--- config.mk ---
export PLATFORM = sky130hd
export DESIGN_NAME = v2k_rr_arbiter
export DESIGN_NICKNAME = d
export VERILOG_FILES = /design/src/rtl/v2k_rr_arbiter.sv
export SDC_FILE = /design/constraint.sdc
export NUM_CORES = 1
export LEC_CHECK = 0
export CORE_ASPECT_RATIO = 1.4
export CORE_MARGIN = 4
export CORE_UTILIZATION = 36
export DETAILED_ROUTE_END_ITERATION = 10
export PLACE_DENSITY = 0.83
export SYNTH_ARGS = -nofsm -noshare
export SYNTH_HDL_FRONTEND = slang
export SYNTH_SLANG_ARGS = --single-unit
--- constraint.sdc ---
create_clock -name clk -period 5.4 [get_ports clk]
set_clock_uncertainty 0.2 [all_clocks]
set_input_delay 1.62 -clock clk [delete_from_list [all_inputs] [get_ports clk]]
set_output_delay 1.62 -clock clk [all_outputs]
set_load 0.1 [all_outputs]
--- src/rtl/v2k_rr_arbiter.sv ---
// Round-robin arbiter feeding one shared registered capture stage.
// One requester word is loaded per cycle, and the result is presented on a valid/ready handshake.
module v2k_rr_arbiter #(
  parameter int WIDTH = 16,
  parameter int NREQ  = 4,
  parameter int SRCW  = 2
) (
  input  logic                      clk,
  input  logic                      rst,
  input  logic [NREQ-1:0]           req,
  input  logic [NREQ*(WIDTH+1)-1:0] req_data,
  output logic [NREQ-1:0]           gnt,
  output logic                      out_valid,
  input  logic                      out_ready,
  output logic [WIDTH:0]            out_data,
  output logic [SRCW-1:0]           out_src
);

  localparam int W1 = WIDTH + 1;

  logic [W1-1:0]   slot [NREQ];
  logic            out_valid_q, out_valid_d;
  logic [W1-1:0]   out_data_q, out_data_d;
  logic [SRCW-1:0] out_src_q, out_src_d;
  logic [SRCW-1:0] ptr_q, ptr_d;

  logic            load;
  logic            found;
  logic            take;
  logic [SRCW-1:0] win;
  logic [SRCW-1:0] scan_idx;
  int              scan_sum;

  for (genvar i = 0; i < NREQ; i++) begin : g_slot
    assign slot[i] = req_data[i*W1 +: W1];
  end

  // The register may accept a new word when it is empty or is draining in this same cycle.
  assign load = !out_valid_q || out_ready;

  // The scan starts at ptr and wraps modulo NREQ, so any value of NREQ works, not only powers of 2.
  always_comb begin
    found    = 1'b0;
    win      = '0;
    scan_idx = '0;
    scan_sum = 0;
    for (int k = 0; k < NREQ; k++) begin
      scan_sum = int'(ptr_q) + k;
      if (scan_sum >= NREQ) scan_sum = scan_sum - NREQ;
      scan_idx = SRCW'(scan_sum);
      if (!found && req[scan_idx]) begin
        found = 1'b1;
        win   = scan_idx;
      end
    end
  end

  assign take = !rst && load && found;

  always_comb begin
    gnt = '0;
    if (take) gnt[win] = 1'b1;
  end

  always_comb begin
    out_valid_d = out_valid_q;
    out_data_d  = out_data_q;
    out_src_d   = out_src_q;
    ptr_d       = ptr_q;
    if (take) begin
      out_valid_d = 1'b1;
      out_data_d  = slot[win];
      out_src_d   = win;
      ptr_d       = (win == SRCW'(NREQ - 1)) ? '0 : win + SRCW'(1);
    end else if (out_valid_q && out_ready) begin
      out_valid_d = 1'b0;
    end
  end

  always_ff @(posedge clk) begin
    if (rst) begin
      out_valid_q <= 1'b0;
      out_data_q  <= '0;
      out_src_q   <= '0;
      ptr_q       <= '0;
    end else begin
      out_valid_q <= out_valid_d;
      out_data_q  <= out_data_d;
      out_src_q   <= out_src_d;
      ptr_q       <= ptr_d;
    end
  end

  assign out_valid = out_valid_q;
  assign out_data  = out_data_q;
  assign out_src   = out_src_q;

endmodule
# --- Word-level counts from Yosys, hierarchy flattened ---
# Cells that the tools add are included.
word_totals:
  regBits: 22
  out_inout_bits: 24
  inputBits: 75
classes:
  eq_ne: 1
  bitwise: 1
  magnitude_cmp: 11
  reduce_logical: 14
  n_addsub: 8
  muxes: 29
ops:
  columns: ["operator", "count"]
  rows:
  - ["17-bit binary-select mux with 2-bit select", 1]
  - ["17-bit 2-to-1 mux", 2]
  - ["2-bit 2-to-1 mux", 9]
  - ["2-bit by 3-bit less-than comparator with 1-bit output, second input constant", 5]
  - ["3-bit >= comparator, second input constant", 4]
  - ["1-bit 2-to-1 mux", 11]
  - ["1-bit binary-select mux with 2-bit select", 4]
  - ["2-bit by 1-bit subtractor with 2-bit output, second input constant", 4]
  - ["1-bit logical AND", 7]
  - ["2-bit by 2-bit adder with 3-bit output, second input constant", 2]
  - ["1-bit logical NOT", 5]
  - ["4-bit 2-to-1 mux", 1]
  - ["2-bit by 1-bit adder with 3-bit output, second input constant", 1]
  - ["2-bit by 3-bit >= comparator with 1-bit output, second input constant", 1]
  - ["2-bit inverter with 3-bit output", 1]
  - ["2-bit by 1-bit adder with 2-bit output, second input constant", 1]
  - ["1-bit demux with 2-bit select", 1]
  - ["2-bit == test, second input constant", 1]
  - ["2-bit by 1-bit >= comparator with 1-bit output, second input constant", 1]
  - ["2-bit nonzero test", 1]
  - ["1-bit logical OR", 1]

# --- Logic depth before layout (Yosys ltp) ---
depth:
  ltp_word: 19
  ltp_mapped: 9
  depth_no_buf: 6

# --- Worst setup path before layout ---
# OpenSTA, ideal clock, no wires.
synth_timing:
  path_type: "in2out"
  from: "input out_ready"
  to: "output gnt[0]"
  arrival_ns: 3.792
  setup_slack_ns: -0.212
  required_time_ns: 3.580
  path_buffers: 2
  path_stages: 7
  cell_sequence: "inv_1 a21oi_2 nor2b_4 nand2b_1 buf_4 buf_6 nor2_1"
synth_between:
  elab_chain_len: 4
synth_lines:
  columns: ["element", "line", "source"]
  rows:
  - ["start, declared", "14", "input logic out_ready,"]
  - ["1-bit logical OR", "39", "assign load = !out_valid_q || out_ready;"]
  - ["1-bit logical AND (2 in a row)", "58", "assign take = !rst && load && found;"]
  - ["4-bit 2-to-1 mux", "62", "if (take) gnt[win] = 1'b1;"]
  - ["end, declared", "12", "output logic [NREQ-1:0] gnt,"]
# Every way passes these cells.

# --- Worst setup path in the final report ---
layout_timing:
  from: "input req[1]"
  to: "output gnt[3]"
layout_between:
  elab_chain_len: 17
layout_lines:
  columns: ["element", "line", "source"]
  rows:
  - ["start, declared", "10", "input logic [NREQ-1:0] req,"]
  - ["1-bit binary-select mux with 2-bit select", "51", "if (!found && req[scan_idx]) begin"]
  - ["1-bit 2-to-1 mux (implied by the code)", "51", null]
  - ["1-bit 2-to-1 mux", "51", null]
  - ["1-bit logical NOT", "51", null]
  - ["1-bit logical AND", "51", null]
  - ["1-bit 2-to-1 mux", "51", null]
  - ["1-bit logical NOT", "51", null]
  - ["1-bit logical AND", "51", null]
  - ["1-bit 2-to-1 mux", "51", null]
  - ["1-bit logical NOT", "51", null]
  - ["1-bit logical AND", "51", null]
  - ["2-bit 2-to-1 mux", "51", null]
  - ["2-bit by 3-bit less-than comparator with 1-bit output (implied by the code) or 2-bit by 1-bit >= comparator with 1-bit output (tied branches)", "62", null]
  - ["1-bit logical AND (implied by the code)", "62", null]
  - ["1-bit 2-to-1 mux (implied by the code)", "62", null]
  - ["1-bit demux with 2-bit select", "62", null]
  - ["4-bit 2-to-1 mux *", "62", null]
# Every way passes the cells marked *; elsewhere a longest branch is shown, timed or not. The select of a mux whose other input is x is not followed.

==> impl_metrics.yaml <==
run_status:
  status: "complete, no violations"
clock_network:
  cts_resized: 0
  tritoncts: "done"
  clk_path_buf_depth: 2
  hold_buffers: 0
  h-tree-depth: 1
  clock_latency_ns: 0.26
  path_clk_slew_ns: 0.08
  cts_buffers: 3
  post_cts_buffers: 0
  cts_sinks: 22
  cts_root_buf: "clkbuf_8"
timing:
  tightest_slew_ns: 0.995
  period_minus_slack_ns: 5.15
  fmax_mhz: 194
  maxSlewViolCount: 0
  setup_viol: 0
  hold_viol: 0
  rsz0062_at_grt: "false"
  period_share: 0.953
  whs_ns: 0.269
  max_slew_margin: 0.334
power_and_ir_drop:
  switching_power_mw: 0.356
  clkPwrFrac: 0.134
  swShare: 0.473
  comb_power_share: 0.591
  internal_power_mw: 0.396
  p_per_area_nw_per_um2: 317
  leakage_nw: 0.938
  ir_drop_uv: 227
  seq_power_share: 0.275
worst_setup_path:
  cpPeakStageDelay_ns: 0.48
  crit_buf_inv: 2
  critPathLaunchType: "primary input"
  worstSetupEndpointType: "primary output"
  arrival_ns: 3.33
  worstPathMaxFanout: 12
  worst-setup-path-type: "in -> out"
  required_ns: 3.58
  path_delay_family: "compound AO/OA/AOI/OAI gates"
  path_cells: "clkdlybuf4s50_1 > a21o_1 > a21oi_1 > o22a_2 > ha_1 > and2_1 > buf_12"
  cpMaxStageDelayCell: "clkdlybuf4s50_1"
detailed_routing:
  ant_nets: 0
  wl_um: 3950
  drc: 0
  first_pass_iters: 4
  wl_per_cell_um: 14.6
  drt_iter0_drc: 30
  vias: 1376
  via_per_inst: 5.08
synthesis:
  synth_compound_area_frac: 0.166
  synthTopCellsByArea: "dfxtp_1 (34%), mux2i_1 (29%), o221ai_1 (11%), nand2_1 (5.2%), buf_4 (2.9%)"
  muxShareOfSynthArea: 0.286
  synth_xor_area_frac: 0
  yosys.area_share.simple: 0.125
  ys_seq_area_frac: 0.340
  synth_nets: 211
  yosys.area.top_type: "dfxtp_1"
  ys_types: 24
  syn_avg_cell_area_um2: 9.60
  synthAdderAreaFrac: 0.00965
  netlist.area_leader.share: 0.340
  ys_warn_count: 0
  syn-cell-area_um2: 1300
  syn_inst: 135
  synth_top_family_by_area: "multiplexers"
  ys_seq_elements: 22
grt:
  gr-total-overflow: 0
  grtUsageTotal: 0.174
  grt_max_degree: 18
  grt_pass1_vias: 1428
  grt_pass1_wl_um: 6220
  antenna_found_initial: 0
die:
  fp.dieH_um: 79
  die_w_um: 58.7
  initial_utilization: 0.380
  rows: 25
  top_level_ports: 99
  core_region_area_um2: 3410
  die_area_um2: 4640
layout:
  multi_input_comb_area_um2: 763
  finish.utilization: 0.695
  regArea_um2: 440
  nNetsFinal: 309
  drive_gt1_frac: 0.0823
  antenna_cells: 0
  stdcell_count: 271
  syn_to_final_growth_pct: 82.7
  n_fill_cell: 267
place:
  placed_cells: 268
  place_hpwl_um: 3200
  globalplace.congestion: 0.698
  io_buffers: 98
hold_path:
  holdCritPathClass: "reg -> reg"
job:
  maxCapViolCount: 0
[flip-flops by register name, summed over array words and instances (netlist names)]
signal,count
out_data,17
out_src,2
ptr_q,2
out_valid,1
[layout by cell type, fill, tap and decap left out, types with 2 or more instances in the layout]
cell type,synthesis,routed
nand2_1,18,18
clkbuf_8,0,3
o221ai_1,17,17
inv_1,4,4
buf_12,0,4
buf_4,5,5
clkdlybuf4s50_1,0,94
nor2_1,8,7
nand2b_1,3,3
nor2_2,1,2
dfxtp_1,22,22
mux2i_1,37,37
a21oi_1,3,3
[metal layers]
layer | GRT usage | up-vias | share of wire | wire length (um)
met5 | 0 | - | 0 | 0
met2 | 0.328 | 57 | 0.55 | 2180
met4 | 0.0567 | 0 | 0.012 | 46
li1 | - | 692 | - | -
met3 | 0.0585 | 5 | 0.092 | 365
met1 | 0.171 | 622 | 0.34 | 1360
[metrics by stage]
| step | power, mW | instance area [um^2] | TNS (ns) | worst slack [ns] |
|---|---|---|---|---|
| 6_report | 0.751 | 2370 | 0 | 0.253 |
| 5_1_grt | 0.787 | 2370 | 0 | 0.127 |
| 4_1_cts | 0.759 | 2370 | 0 | 0.252 |
| 3_5_place_dp | 0.657 | 2330 | 0 | 0.254 |
| 3_3_place_gp | 0.653 | 2330 | 0 | 0.315 |
| 2_1_floorplan | 0.526 | 1300 | -0.424 | -0.212 |
[final cells by class]
class | instances | share of cell area
repair buffers | 103 | 0.447
multi-input cells | 99 | 0.322
flip-flops and latches | 22 | 0.186
well taps | 40 | 0.0211
clock buffers | 3 | 0.0174
inverters | 4 | 0.00634
[worst min-delay path, cell delays in order (launching register included)]
cell	delay, ns
dfxtp_1	0.33
nand2_1	0.05
o221ai_1	0.06
[power by group through the flow]
| stage | registers, mW | clock network, mW | logic, mW |
|---|---|---|---|
| 3_3_place_gp | 0.209 | 0 | 0.444 |
| 2_1_floorplan | 0.389 | 0 | 0.137 |
| 5_1_grt | 0.210 | 0.113 | 0.464 |
| 6_report | 0.207 | 0.100 | 0.444 |
| 3_5_place_dp | 0.210 | 0 | 0.447 |
| 4_1_cts | 0.207 | 0.104 | 0.448 |
[synthesized netlist by cell type]
library cell	instances
nor2_1	8
and2_1	1
dfxtp_1	22
a21oi_1	3
buf_6	3
nand2_2	1
ha_1	1
nor4_1	1
nor2b_4	1
o22a_1	1
nand2_1	18
a211oi_2	1
a211oi_1	1
o221ai_1	17
a21oi_2	1
buf_2	2
o22ai_1	1
inv_1	4
nor2b_1	1
buf_4	5
nand2b_1	3
nor2_2	1
mux2i_1	37
a21o_1	1
[logic make-up (layout without fill, tap and decap cells)]
logic type | count (synthesis) | count (layout)
flip-flops | 22 | 22
AO/OA/AOI/OAI | 26 | 26
AND/OR/NAND/NOR | 35 | 35
buffers and inverters | 14 | 110
multiplexers | 37 | 37
adder cells (fa/ha/maj) | 1 | 1
[path summary, 6_finish.rpt]
path	end	slack [ns]	start	cells past startpoint
worst min-delay path	out_data[15]	0.27	out_data[15]	2
worst max register to register	out_data[6]	3.30	ptr_q[1]	6
worst max-delay path	gnt[3]	0.25	req[1]	7
worst min register to register	out_data[15]	0.27	out_data[15]	2
Power figures use the tool's default switching activity.
